$ cat src/rtl/keyboard_event_fifo.sv
// Buffers PS/2 key events and serves READKEY pop/peek into the integer regfile.
// Define KEYBOARD_DROP_BREAK_EN to buffer make codes only.
module keyboard_event_fifo #(
  parameter int         DEPTH_LOG2 = 4,
  parameter logic [5:0] READKEY    = 6'h2A
) (
  input  logic        clk,
  input  logic        rst,
  input  logic [31:0] inst,
  input  logic        key_valid,
  input  logic [7:0]  key_status,
  input  logic [7:0]  keycode,
  output logic        enable,
  output logic        float,
  output logic [4:0]  addr,
  output logic [31:0] data,
  output logic        key_pending
);

  localparam int DEPTH = 1 << DEPTH_LOG2;
  localparam logic [DEPTH_LOG2:0] LP_FULL = {1'b1, {DEPTH_LOG2{1'b0}}};
  localparam logic [DEPTH_LOG2:0] LP_ONE  = {{DEPTH_LOG2{1'b0}}, 1'b1};
  localparam logic [DEPTH_LOG2-1:0] LP_PTR1 = {{(DEPTH_LOG2-1){1'b0}}, 1'b1};

  logic [15:0]           r_mem [DEPTH];
  logic [DEPTH_LOG2-1:0] r_wptr;
  logic [DEPTH_LOG2-1:0] r_rptr;
  logic [DEPTH_LOG2:0]   r_count;
  logic                  r_ovf;
  logic                  r_en;
  logic [4:0]            r_addr;
  logic [31:0]           r_data;
  logic                  r_pend;

  logic                  w_rd;
  logic                  w_empty;
  logic                  w_full;
  logic                  w_pop;
  logic                  w_evt;
  logic                  w_push;
  logic                  w_ovf_set;
  logic [DEPTH_LOG2:0]   w_count_nxt;
  logic [15:0]           w_head;
  logic                  w_unused;

  assign w_unused = ^{inst[25:21], inst[15:1]};

  assign w_rd    = (inst[31:26] == READKEY);
  assign w_empty = (r_count == '0);
  assign w_full  = (r_count == LP_FULL);
  assign w_pop   = w_rd && !w_empty && !inst[0];
  assign w_head  = r_mem[r_rptr];

`ifdef KEYBOARD_DROP_BREAK_EN
  assign w_evt = key_valid && !key_status[0];
`else
  assign w_evt = key_valid;
`endif

  // A pop in the same cycle frees the slot a full FIFO would otherwise refuse.
  assign w_push    = w_evt && (!w_full || w_pop);
  assign w_ovf_set = w_evt && w_full && !w_pop;

  always_comb begin
    w_count_nxt = r_count;
    if (w_push && !w_pop) w_count_nxt = r_count + LP_ONE;
    else if (w_pop && !w_push) w_count_nxt = r_count - LP_ONE;
  end

  always_ff @(posedge clk) begin
    if (!rst && w_push) r_mem[r_wptr] <= {key_status, keycode};
  end

  always_ff @(posedge clk) begin
    if (rst) begin
      r_wptr  <= '0;
      r_rptr  <= '0;
      r_count <= '0;
      r_ovf   <= 1'b0;
      r_en    <= 1'b0;
      r_addr  <= '0;
      r_data  <= '0;
      r_pend  <= 1'b0;
    end else begin
      if (w_push) r_wptr <= r_wptr + LP_PTR1;
      if (w_pop)  r_rptr <= r_rptr + LP_PTR1;
      r_count <= w_count_nxt;
      r_pend  <= (w_count_nxt != '0);
      if (w_ovf_set) r_ovf <= 1'b1;
      else if (w_rd) r_ovf <= 1'b0;
      r_en <= w_rd;
      if (w_rd) begin
        r_addr <= inst[20:16];
        if (w_empty) r_data <= {1'b1, r_ovf, 30'b0};
        else         r_data <= {1'b0, r_ovf, 14'b0, w_head};
      end
    end
  end

  assign enable      = r_en;
  assign float       = 1'b0;
  assign addr        = r_addr;
  assign data        = r_data;
  assign key_pending = r_pend;

endmodule

$ cat config.mk
export PLATFORM = sky130hd
export DESIGN_NAME = keyboard_event_fifo
export DESIGN_NICKNAME = d
export VERILOG_FILES = /design/src/rtl/keyboard_event_fifo.sv
export SDC_FILE = /design/constraint.sdc
export NUM_CORES = 1
export LEC_CHECK = 0
export BUFFER_PORTS_ARGS = -buffer_cell sky130_fd_sc_hd__buf_2
export CELL_PAD_IN_SITES_DETAIL_PLACEMENT = 0
export CELL_PAD_IN_SITES_GLOBAL_PLACEMENT = 1
export CORE_ASPECT_RATIO = 0.8
export CORE_MARGIN = 8
export CORE_UTILIZATION = 30
export CTS_BUF_LIST = sky130_fd_sc_hd__clkbuf_16
export DETAILED_ROUTE_END_ITERATION = 12
export PLACE_DENSITY_LB_ADDON = 0.1
export REMOVE_ABC_BUFFERS = 1
export SYNTH_ARGS = -nofsm -noshare
export SYNTH_HDL_FRONTEND = slang
export SYNTH_SLANG_ARGS = --single-unit
export TNS_END_PERCENT = 1
$ cat constraint.sdc
create_clock -name clk -period 7.5 [get_ports clk]
set_input_delay 0.375 -clock clk [delete_from_list [all_inputs] [get_ports clk]]
set_output_delay 0.375 -clock clk [all_outputs]
set_load 0.01 [all_outputs]
==> results of run 1 <==
layout by cell type (no fill, tap or decap), types with 3 or more instances in the layout:
cell,netlist,final
bufinv_16,0,3
conb_1,1,15
clkinv_1,0,8
edfxtp_1,256,256
a22oi_1,16,16
buf_2,9,55
inv_1,6,17
mux2i_1,9,9
buf_4,20,18
nor2_2,0,12
nor2_4,0,5
clkbuf_16,0,37
mux4_2,50,50
ha_1,8,8
nor2_1,64,47
xnor2_1,5,5
mux4_1,30,30
nand2_1,12,12
nand4_1,6,6
xor2_1,5,5
dfxtp_1,43,41
synth_stat cells (3+ instances only):
cell           instances
mux4_2                50
nand2_1               12
buf_6                  9
a22oi_1               16
dlygate4sd1_1          3
xnor2_1                5
inv_1                  6
mux4_1                30
dfxtp_1               43
nand4_1                6
mux2i_1                9
buf_2                  9
ha_1                   8
buf_4                 20
xor2_1                 5
nor2_1                64
edfxtp_1             256
registers in the layout (all words and copies together) (netlist names), named ones only:
| name | cells |
|---|---|
| r_mem | 256 |
| data | 18 |
| addr | 5 |
| r_count | 5 |
| r_rptr | 4 |
| r_wptr | 4 |
| enable | 1 |
| key_pending | 1 |
| r_ovf | 1 |
through the flow:
step	hold slack, ns	total power (W)
after CTS	0.0723	0.00360
after global routing	0.100	0.00368
final	0.100	0.00355
after global placement	0.472	0.00196
after detailed placement	0.484	0.00197
after floorplan	0.438	0.00191
path summary, 6_finish.rpt:
path	endpoint	slack, ns	cells after the start
worst max register to register	r_mem[15][4]$_DFFE_PP_	4.27	8
worst min-delay path	addr[4]$_SDFFE_PP0N_	0.10	3
worst min register to register	data[31]$_SDFFE_PP0N_	0.49	2
worst max-delay path	r_mem[15][4]$_DFFE_PP_	4.27	8
worst max-delay path, delay by kind of cell (launching register included):
kind	cells	cell delay [ns]
and+or+nand+nor	4	1.43
DFF	1	0.45
AOI/OAI and AO/OA	1	0.36
buffers and inverters	2	0.44
adders and majority gates	1	0.24
per-layer routing:
layer / track usage, % / routed length (um)
met3: 2.46 / 1170
met5: 0 / 0
met2: 21.4 / 14500
met1: 15.5 / 12200
met4: 3.43 / 558
logic make-up (layout without fill, tap and decap cells):
logic type | Yosys count | count (layout) | synth area share, %
muxes | 89 | 89 | 17.0
AOI/OAI and AO/OA | 27 | 27 | 1.98
xor gates and xnor gates | 10 | 10 | 0.744
DFF | 299 | 299 | 72.6
and+or+nand+nor | 98 | 98 | 3.81
other | 1 | 15 | 0.0318
adders and majority gates | 8 | 8 | 0.850
buffers and inverters | 49 | 140 | 3.00
cell type report:
cell class / count / area [sq um]
Fill cell: 3666 / 25300
Sequential cell: 299 / 8550
Multi-Input combinational cell: 247 / 3000
Clock buffer: 37 / 926
Tap cell: 502 / 628
Timing Repair Buffer: 73 / 410
Clock inverter: 24 / 171
Inverter: 6 / 22.5
power groups by stage:
stage	logic [W]	clock network, W	registers, W
floorplan	0.0000497	0	0.00186
global placement	0.000102	0	0.00186
detailed placement	0.000105	0	0.00186
CTS	0.000105	0.00167	0.00182
global route	0.000115	0.00174	0.00183
finish	0.000104	0.00162	0.00182
==> results.py, run 1 <==
metrics = {
    "status": {
        "status": "completed",
    },
    "global_route": {
        "grt_max_degree": 65,
        "grt_use_total_pct": 12.3,
        "grt_pass1_vias": 6151,
        "overflow": 0,
        "antenna_found_initial": 0,
        "grt_pass1_wl_mm": 41.3,
    },
    "sta": {
        "relSlewSlack_pct": 31.5,
        "drv_slew": 0,
        "fin_crit_sh_pct": 43.1,
        "finalClockSkew_ns": 0.0124,
        "final.setup.worst_slack_ns": 4.27,
        "finalHoldViolations": 0,
        "fin_tns_setup_ns": 0,
        "setup_viol": 0,
        "worst_pin_slew_ns": 1.03,
        "max_freq_ghz": 0.309,
        "fin_crit_ns": 3.23,
        "rsz0062_at_grt": "false",
    },
    "place": {
        "placed_cells": 1127,
        "place_area_sq_mm": 0.0126,
        "dp_hpwl_mm": 15.5,
        "io_buffer_count": 55,
        "place_ws_ns": 4.20,
        "gp_congestion": 0.691,
    },
    "logic_synthesis": {
        "ys_types": 42,
        "ys_warn_count": 0,
        "synth_edf_count": 256,
        "synth_ff_type": "edfxtp_1",
        "synth_top_area_cell": "edfxtp_1",
        "ys_seq_elements": 299,
        "syn_inst": 581,
        "netlist.area_leader.share_pct": 65.3,
        "syn_avg_cell_area_sq_um": 20.3,
        "async_flop_share_pct": 0,
        "yosys-top-cells-area": "edfxtp_1, mux4_2, dfxtp_1",
        "syn_area_sq_mm": 0.0118,
        "yosysSeqAreaShare_pct": 72.6,
    },
    "drt": {
        "vias": 5686,
        "drt_iter0_markers": 247,
        "drc": 0,
        "wire_per_inst_um": 23.9,
        "antenna_left": 0,
        "viasPerCell": 4.79,
        "drt_wl_total_mm": 28.4,
        "dr.pass1.iters": 4,
    },
    "setup_path": {
        "crit_start": "r_count[0]$_SDFF_PP0_",
        "crit_arrival_ns": 3.44,
        "slowest_stage": "nor2_2",
        "r2r_start": "r_count[0]$_SDFF_PP0_",
        "cp-start-kind": "register",
        "cp_cell_sequence": "inv_1, ha_1, nor3b_1, and2_1, a21oi_2, nand2_1, nor2_2, buf_4",
        "crit_path_end_kind": "register",
        "required_ns": 7.70,
        "max_stage_delay_ns": 0.76,
        "worstSetupPathType": "reg2reg",
        "worst-path-max-fanout": 11,
    },
    "clock_network": {
        "cts_tree": "done",
        "cts_setup_buffers": 0,
        "cts_resized": 0,
        "cts_htree_levels": 2,
        "postCtsHoldBufs": 0,
        "cts_made_buffers": 34,
        "clock_latency_ns": 0.51,
        "root_buffer": "clkbuf_16",
        "cts.sinks": 299,
        "cts.clk_slew.worst_paths_ns": 0.06,
        "clock_path_buffers": 3,
    },
    "floorplanning": {
        "num_io_pins": 91,
        "core_area_sq_mm": 0.0390,
        "die_h_um": 193,
        "die_w_um": 238,
        "start_util_pct": 30.2,
        "num_rows": 65,
        "die_area_sq_mm": 0.0459,
    },
    "final_layout": {
        "finalInstanceArea_sq_mm": 0.0137,
        "drive_above_1_share_pct": 27.6,
        "diodes": 0,
        "syn_to_final_growth_pct": 16.4,
        "nets": 720,
        "final_util_pct": 35.1,
        "instances_no_fill": 1188,
    },
    "pwr": {
        "pwr-share-seq_pct": 51.4,
        "cellLeakagePower_nw": 4.52,
        "combPwrFrac_pct": 2.9,
        "power.density_mw_per_mm2": 259,
        "sw_frac_of_total_pct": 20.0,
        "internal_power_w": 0.00284,
        "clkPwrFrac_pct": 45.6,
        "p_switching_w": 0.000711,
        "vdd_drop_max_uv": 113,
    },
    "job": {
        "cap_violations": 0,
    },
    "min_path": {
        "worstHoldPathType": "in2reg",
        "worstHoldStart": "inst[20]",
    },
}
No activity file was read; power rests on OpenSTA's default activity.
==> run 2: changes to the inputs <==
--- a/config.mk
+++ b/config.mk
@@ -5,6 +5,7 @@
 export SDC_FILE = /design/constraint.sdc
 export NUM_CORES = 1
 export LEC_CHECK = 0
+export ABC_AREA = 1
 export BUFFER_PORTS_ARGS = -buffer_cell sky130_fd_sc_hd__buf_2
 export CELL_PAD_IN_SITES_DETAIL_PLACEMENT = 0
 export CELL_PAD_IN_SITES_GLOBAL_PLACEMENT = 1
==> constraint.sdc (replaced) <==
create_clock -name clk -period 3 [get_ports clk]
set_input_delay 0.15 -clock clk [delete_from_list [all_inputs] [get_ports clk]]
set_output_delay 0.15 -clock clk [all_outputs]
set_load 0.01 [all_outputs]
==> results.py, run 2 <==
metrics = {
    "setup_path": {
        "cp-start-kind": "register",
        "crit_arrival_ns": 2.54,
        "max_stage_delay_ns": 0.38,
        "cp_cell_sequence": "inv_1, ha_1, nand3_4, nand3_4, nand2_1, nand2_2, inv_2, nand2_2, nor2_2, buf_12",
        "crit_path_end_kind": "register",
        "critPathBufInv": 3,
        "r2r_start": "r_count[0]$_SDFF_PP0_",
        "crit_family": "simple AND/OR/NAND/NOR gates",
        "crit_start": "r_count[0]$_SDFF_PP0_",
        "worst-path-max-fanout": 11,
        "slowest_stage": "dfxtp_1",
        "required_ns": 3.21,
        "worstSetupPathType": "reg2reg",
    },
    "drt": {
        "antenna_left": 0,
        "dr.pass1.iters": 4,
        "viasPerCell": 4.61,
        "vias": 7601,
        "wire_per_inst_um": 19.5,
        "drt_wl_total_mm": 32.2,
        "drc": 0,
        "drt_iter0_markers": 402,
    },
    "clock_network": {
        "clock_path_buffers": 3,
        "cts.sinks": 299,
        "cts.clk_slew.worst_paths_ns": 0.06,
        "root_buffer": "clkbuf_16",
        "postCtsHoldBufs": 6,
        "cts_setup_buffers": 0,
        "cts_resized": 0,
        "cts_made_buffers": 35,
        "cts_htree_levels": 2,
        "clock_latency_ns": 0.51,
        "cts_tree": "done",
    },
    "pwr": {
        "cellLeakagePower_nw": 4.80,
        "power.density_mw_per_mm2": 617,
        "vdd_drop_max_uv": 404,
    },
    "sta": {
        "fin_crit_sh_pct": 77.7,
        "finalClockSkew_ns": 0.0140,
        "whs_ns": 0.0271,
        "fin_tns_setup_ns": 0,
        "max_freq_ghz": 0.429,
        "relSlewSlack_pct": 49.9,
        "rsz0062_at_grt": "false",
        "setup_viol": 0,
        "drv_slew": 0,
        "worst_pin_slew_ns": 0.750,
        "finalHoldViolations": 0,
        "fin_crit_ns": 2.33,
    },
    "logic_synthesis": {
        "syn_avg_cell_area_sq_um": 12.2,
        "synth_ff_type": "edfxtp_1",
        "yosys.area_share.xor_xnor_pct": 0.216,
        "ys_types": 35,
        "synth_compound_area_share_pct": 10.5,
        "synth_top_family_by_area": "simple AND/OR/NAND/NOR gates",
        "synth_most_common_cell": "edfxtp_1",
        "syn_area_sq_mm": 0.0121,
        "synthMuxAreaShare_pct": 1.65,
        "netlist.area_leader.share_pct": 63.3,
        "async_flop_share_pct": 0,
        "ys_warn_count": 0,
        "yosys-top-cells-count": "edfxtp_1, nor2_1, o21ai_0",
        "synth_fa_ha_area_share_pct": 0.825,
        "synth_edf_count": 256,
        "synth_top_area_cell": "edfxtp_1",
        "yosysSeqAreaShare_pct": 70.4,
        "yosys-top-cells-area": "edfxtp_1, dfxtp_1, nor2_1",
        "synthSimpleGateAreaFrac_pct": 11.9,
        "syn_inst": 999,
        "ys_seq_elements": 299,
    },
    "place": {
        "dp_hpwl_mm": 18.8,
        "gp_congestion": 0.710,
        "placed_cells": 1583,
        "place_area_sq_mm": 0.0132,
        "io_buffer_count": 55,
    },
    "final_layout": {
        "diodes": 0,
        "fill_cells": 4037,
        "drive_above_1_share_pct": 16.7,
        "regMostFlops": "r_mem",
        "syn_to_final_growth_pct": 17.7,
        "final_common_cell": "edfxtp_1",
        "largest_reg_flops": 256,
        "nets": 1141,
        "finalInstanceArea_sq_mm": 0.0143,
        "instances_no_fill": 1650,
        "mostFrequentLayoutCells": "edfxtp_1, nor2_1, o21ai_0",
    },
    "floorplanning": {
        "die_h_um": 196,
        "num_rows": 66,
        "num_io_pins": 91,
        "die_area_sq_mm": 0.0472,
        "start_util_pct": 30.1,
        "die_w_um": 241,
        "core_area_sq_mm": 0.0403,
    },
    "job": {
        "cap_violations": 0,
    },
    "global_route": {
        "grt_use_total_pct": 13.6,
        "grt_pass1_wl_mm": 48.4,
        "antenna_found_initial": 0,
        "grt_pass1_vias": 7499,
        "grt_max_degree": 67,
        "overflow": 0,
    },
    "min_path": {
        "worstHoldPathType": "in2reg",
        "worstHoldStart": "keycode[0]",
    },
    "status": {
        "status": "completed",
    },
}
==> run 2: worst reg2reg max path, stage by stage (launching register included) <==
cell and delay, ns:
dfxtp_1 0.38, inv_1 0.12, ha_1 0.26, nand3_4 0.12, nand3_4 0.13, nand2_1 0.11, nand2_2 0.09, inv_2 0.11
nand2_2 0.11, nor2_2 0.39, buf_12 0.22
==> run 2: per-layer routing <==
| layer | part of all wire (%) | vias up | GRT usage (%) | wire length, um |
|---|---|---|---|---|
| met5 | 0 | - | 0 | 0 |
| met4 | 1.6 | 0 | 3.37 | 524 |
| met3 | 3.0 | 44 | 2.22 | 971 |
| met2 | 46 | 109 | 21.2 | 14700 |
| met1 | 50 | 3715 | 19.4 | 15900 |
| li1 | - | 3733 | - | - |
==> run 2: area by class of cell <==
cell class	instances	area, sq um	share of cell area, %
clock inverters	24	144	1.01
well taps	544	681	4.76
flip-flops and latches	299	8560	59.9
inverters	27	104	0.727
repair buffers	104	733	5.13
clock buffers	37	926	6.48
multi-input cells	615	3150	22.0
==> run 2: kinds of logic after synthesis <==
family	count (synthesis)
simple gates	336
flops	299
compound gates	233
buf+inv	99
mux	20
fa+ha+maj	8
xor+xnor	3
other cells	1
==> run 2: through the flow <==
| stage | total power [W] | worst slack (ns) | util (%) |
|---|---|---|---|
| global placement | 0.00494 | 0.681 | 32.7 |
| floorplan | 0.00478 | -1.17 | - |
| CTS | 0.00897 | 0.657 | 35.5 |
| finish | 0.00882 | 0.670 | 35.5 |
| detailed placement | 0.00494 | 0.668 | 32.7 |
| global route | 0.00915 | 0.464 | 35.5 |
==> run 2: path summary, 6_finish.rpt <==
kind	end	slack, ns	cells past startpoint
setup / recovery	r_mem[11][15]$_DFFE_PP_	0.67	10
hold / removal	r_mem[1][0]$_DFFE_PP_	0.03	1
setup reg to reg	r_mem[11][15]$_DFFE_PP_	0.67	10
hold reg to reg	data[15]$_SDFFE_PP0N_	0.46	2
==> run 2: power breakdown <==
part	internal (W)	switching (W)	total (W)
clock network	0.00231	0.00166	0.00397
registers	0.00455	0.0000153	0.00456
logic	0.0000794	0.000206	0.000285
==> run 3: changes to the inputs <==
--- a/config.mk
+++ b/config.mk
@@ -5,7 +5,7 @@
 export SDC_FILE = /design/constraint.sdc
 export NUM_CORES = 1
 export LEC_CHECK = 0
-export ABC_AREA = 1
+export ABC_AREA = 0
 export BUFFER_PORTS_ARGS = -buffer_cell sky130_fd_sc_hd__buf_2
 export CELL_PAD_IN_SITES_DETAIL_PLACEMENT = 0
 export CELL_PAD_IN_SITES_GLOBAL_PLACEMENT = 1
==> constraint.sdc (replaced) <==
create_clock -name clk -period 2.25 [get_ports clk]
set_input_delay 0.1125 -clock clk [delete_from_list [all_inputs] [get_ports clk]]
set_output_delay 0.1125 -clock clk [all_outputs]
set_load 0.01 [all_outputs]
==> results.py, run 3 (synthesis gave the netlist of run 1 again) <==
metrics = {
    "pwr": {
        "cellLeakagePower_nw": 4.91,
        "power_w": 0.0117,
        "power.density_mw_per_mm2": 811,
        "vdd_drop_max_uv": 462,
    },
    "global_route": {
        "grt.met2_usage_pct": 19.9,
        "grt_use_total_pct": 12.3,
        "grt_pass1_vias": 6231,
        "overflow": 0,
        "grt_pass1_wl_mm": 41.8,
        "grtUsageMet3_pct": 2.68,
        "top_usage_layer": "met2",
        "grt_use_met1_pct": 16.6,
        "grt_max_degree": 37,
        "antenna_found_initial": 0,
    },
    "place": {
        "gp_congestion": 0.724,
        "dp_hpwl_mm": 17.6,
        "io_buffer_count": 55,
        "placed_cells": 1172,
    },
    "clock_network": {
        "cts_htree_levels": 2,
        "cts_made_buffers": 35,
        "clock_latency_ns": 0.53,
        "cts.clk_slew.worst_paths_ns": 0.06,
        "cts.sinks": 299,
        "root_buffer": "clkbuf_16",
        "clock_path_buffers": 3,
        "cts_tree": "done",
    },
    "setup_path": {
        "required_ns": 2.48,
        "worstRegToRegCells": 9,
        "crit_path_end_kind": "register",
        "crit_arrival_ns": 2.38,
        "worst-path-max-fanout": 6,
        "cp-start-kind": "register",
        "worstSetupPathType": "reg2reg",
    },
    "floorplanning": {
        "num_rows": 65,
        "die_area_sq_mm": 0.0459,
        "die_w_um": 238,
        "die_h_um": 193,
        "num_io_pins": 91,
        "start_util_pct": 30.2,
        "core_area_sq_mm": 0.0390,
    },
    "drt": {
        "dr.pass1.iters": 4,
        "viasPerCell": 4.65,
        "drt_wl_total_mm": 28.3,
        "vias": 5868,
        "antenna_left": 0,
        "drt_iter0_markers": 416,
        "drc": 0,
        "wire_per_inst_um": 22.5,
    },
    "final_layout": {
        "drive_above_1_share_pct": 32.4,
        "instances_no_fill": 1262,
        "nets": 792,
        "regMostFlops": "r_mem",
        "multi_input_comb_area_sq_mm": 0.00305,
        "seqCellArea_sq_mm": 0.00855,
        "final_util_pct": 37.1,
        "final_common_cell": "edfxtp_1",
        "mostFrequentLayoutCells": "edfxtp_1, buf_2, mux4_2",
        "syn_to_final_growth_pct": 22.9,
        "largest_reg_flops": 256,
        "diodes": 0,
        "fill_cells": 3595,
    },
    "min_path": {
        "worstHoldPathType": "in2reg",
        "min_delay_path_depth": 6,
    },
    "sta": {
        "worst_pin_slew_ns": 0.596,
        "finalHoldViolations": 0,
        "fin_crit_sh_pct": 95.6,
        "relSlewSlack_pct": 59.9,
        "rsz0062_at_grt": "true",
        "finalClockSkew_ns": 0.0197,
        "fin_crit_ns": 2.15,
        "setup_viol": 0,
        "max_freq_ghz": 0.465,
        "drv_slew": 0,
    },
    "status": {
        "status": "completed",
    },
    "job": {
        "cap_violations": 0,
    },
}
run 3: cell types whose count changed in the layout (fill, tap and decap cells not counted), sizes merged, moves of 11 or more:
cell	before	now
o21ai	150	1
nor2	185	64
nand2	99	12
mux4	0	80
nand3	42	1
a21oi	32	3
o211ai	26	1
buf	98	121
o22ai	20	1
dlygate4sd3	6	23
a22oi	0	16
mux2i	20	9
run 3: power breakdown:
part	internal, W	switching, W
Combinational	0.000188	0.000261
Clock	0.00305	0.00216
Sequential	0.00606	0.0000179
run 3: per-layer routing:
metal,share of wire (%),up-vias
met3,4.2,46
met5,0,-
met2,48,101
met4,1.8,0
met1,46,3060
li1,-,2661
run 3: final timing paths:
| check | startpoint | to | slack, ns |
|---|---|---|---|
| setup / recovery | r_count[0]$_SDFF_PP0_ | r_mem[14][14]$_DFFE_PP_ | 0.1 |
| hold / removal | inst[0] | r_ovf$_SDFFE_PP0P_ | 0.20 |
| setup reg to reg | r_count[0]$_SDFF_PP0_ | r_mem[14][14]$_DFFE_PP_ | 0.1 |
| hold reg to reg | addr[2]$_SDFFE_PP0N_ | addr[2]$_SDFFE_PP0N_ | 0.49 |
run 3: worst max-delay path, stage by stage, from the launching register on:
cell,delay [ns]
dfxtp_1,0.35
inv_2,0.07
ha_4,0.17
nor3b_1,0.14
and2_1,0.20
a21oi_2,0.18
buf_6,0.17
nand2_2,0.13
nor2_4,0.24
buf_6,0.21
run 3: cell type report:
type / instances / area share (%)
multi-input cells: 247 / 21.1
clock inverters: 29 / 1.24
repair buffers: 144 / 8.06
inverters: 6 / 0.156
flip-flops and latches: 299 / 59.1
well taps: 502 / 4.34
clock buffers: 35 / 6.05
run 3: metrics by stage:
step	cell area, sq um	hold WS (ns)	setup WS (ns)	setup TNS [ns]
floorplan	11500	0.176	-1.60	-120.27
global placement	13000	0.344	-0.211	-7.07
detailed placement	13000	0.354	-0.212	-7.58
CTS	14500	0.179	-0.00477	-0.0177
global route	14500	0.245	-0.00991	-0.121
finish	14500	0.199	0.0990	0
run 3: repair_timing:
item                                    in CTS  in global routing
resized for setup                           28                  5
hold buffers                                23                  0
hold endpoints to repair                   268                  0
buffers inserted                             2                  1
endpoints found under the setup margin     239                176
pin swaps                                    3                  2
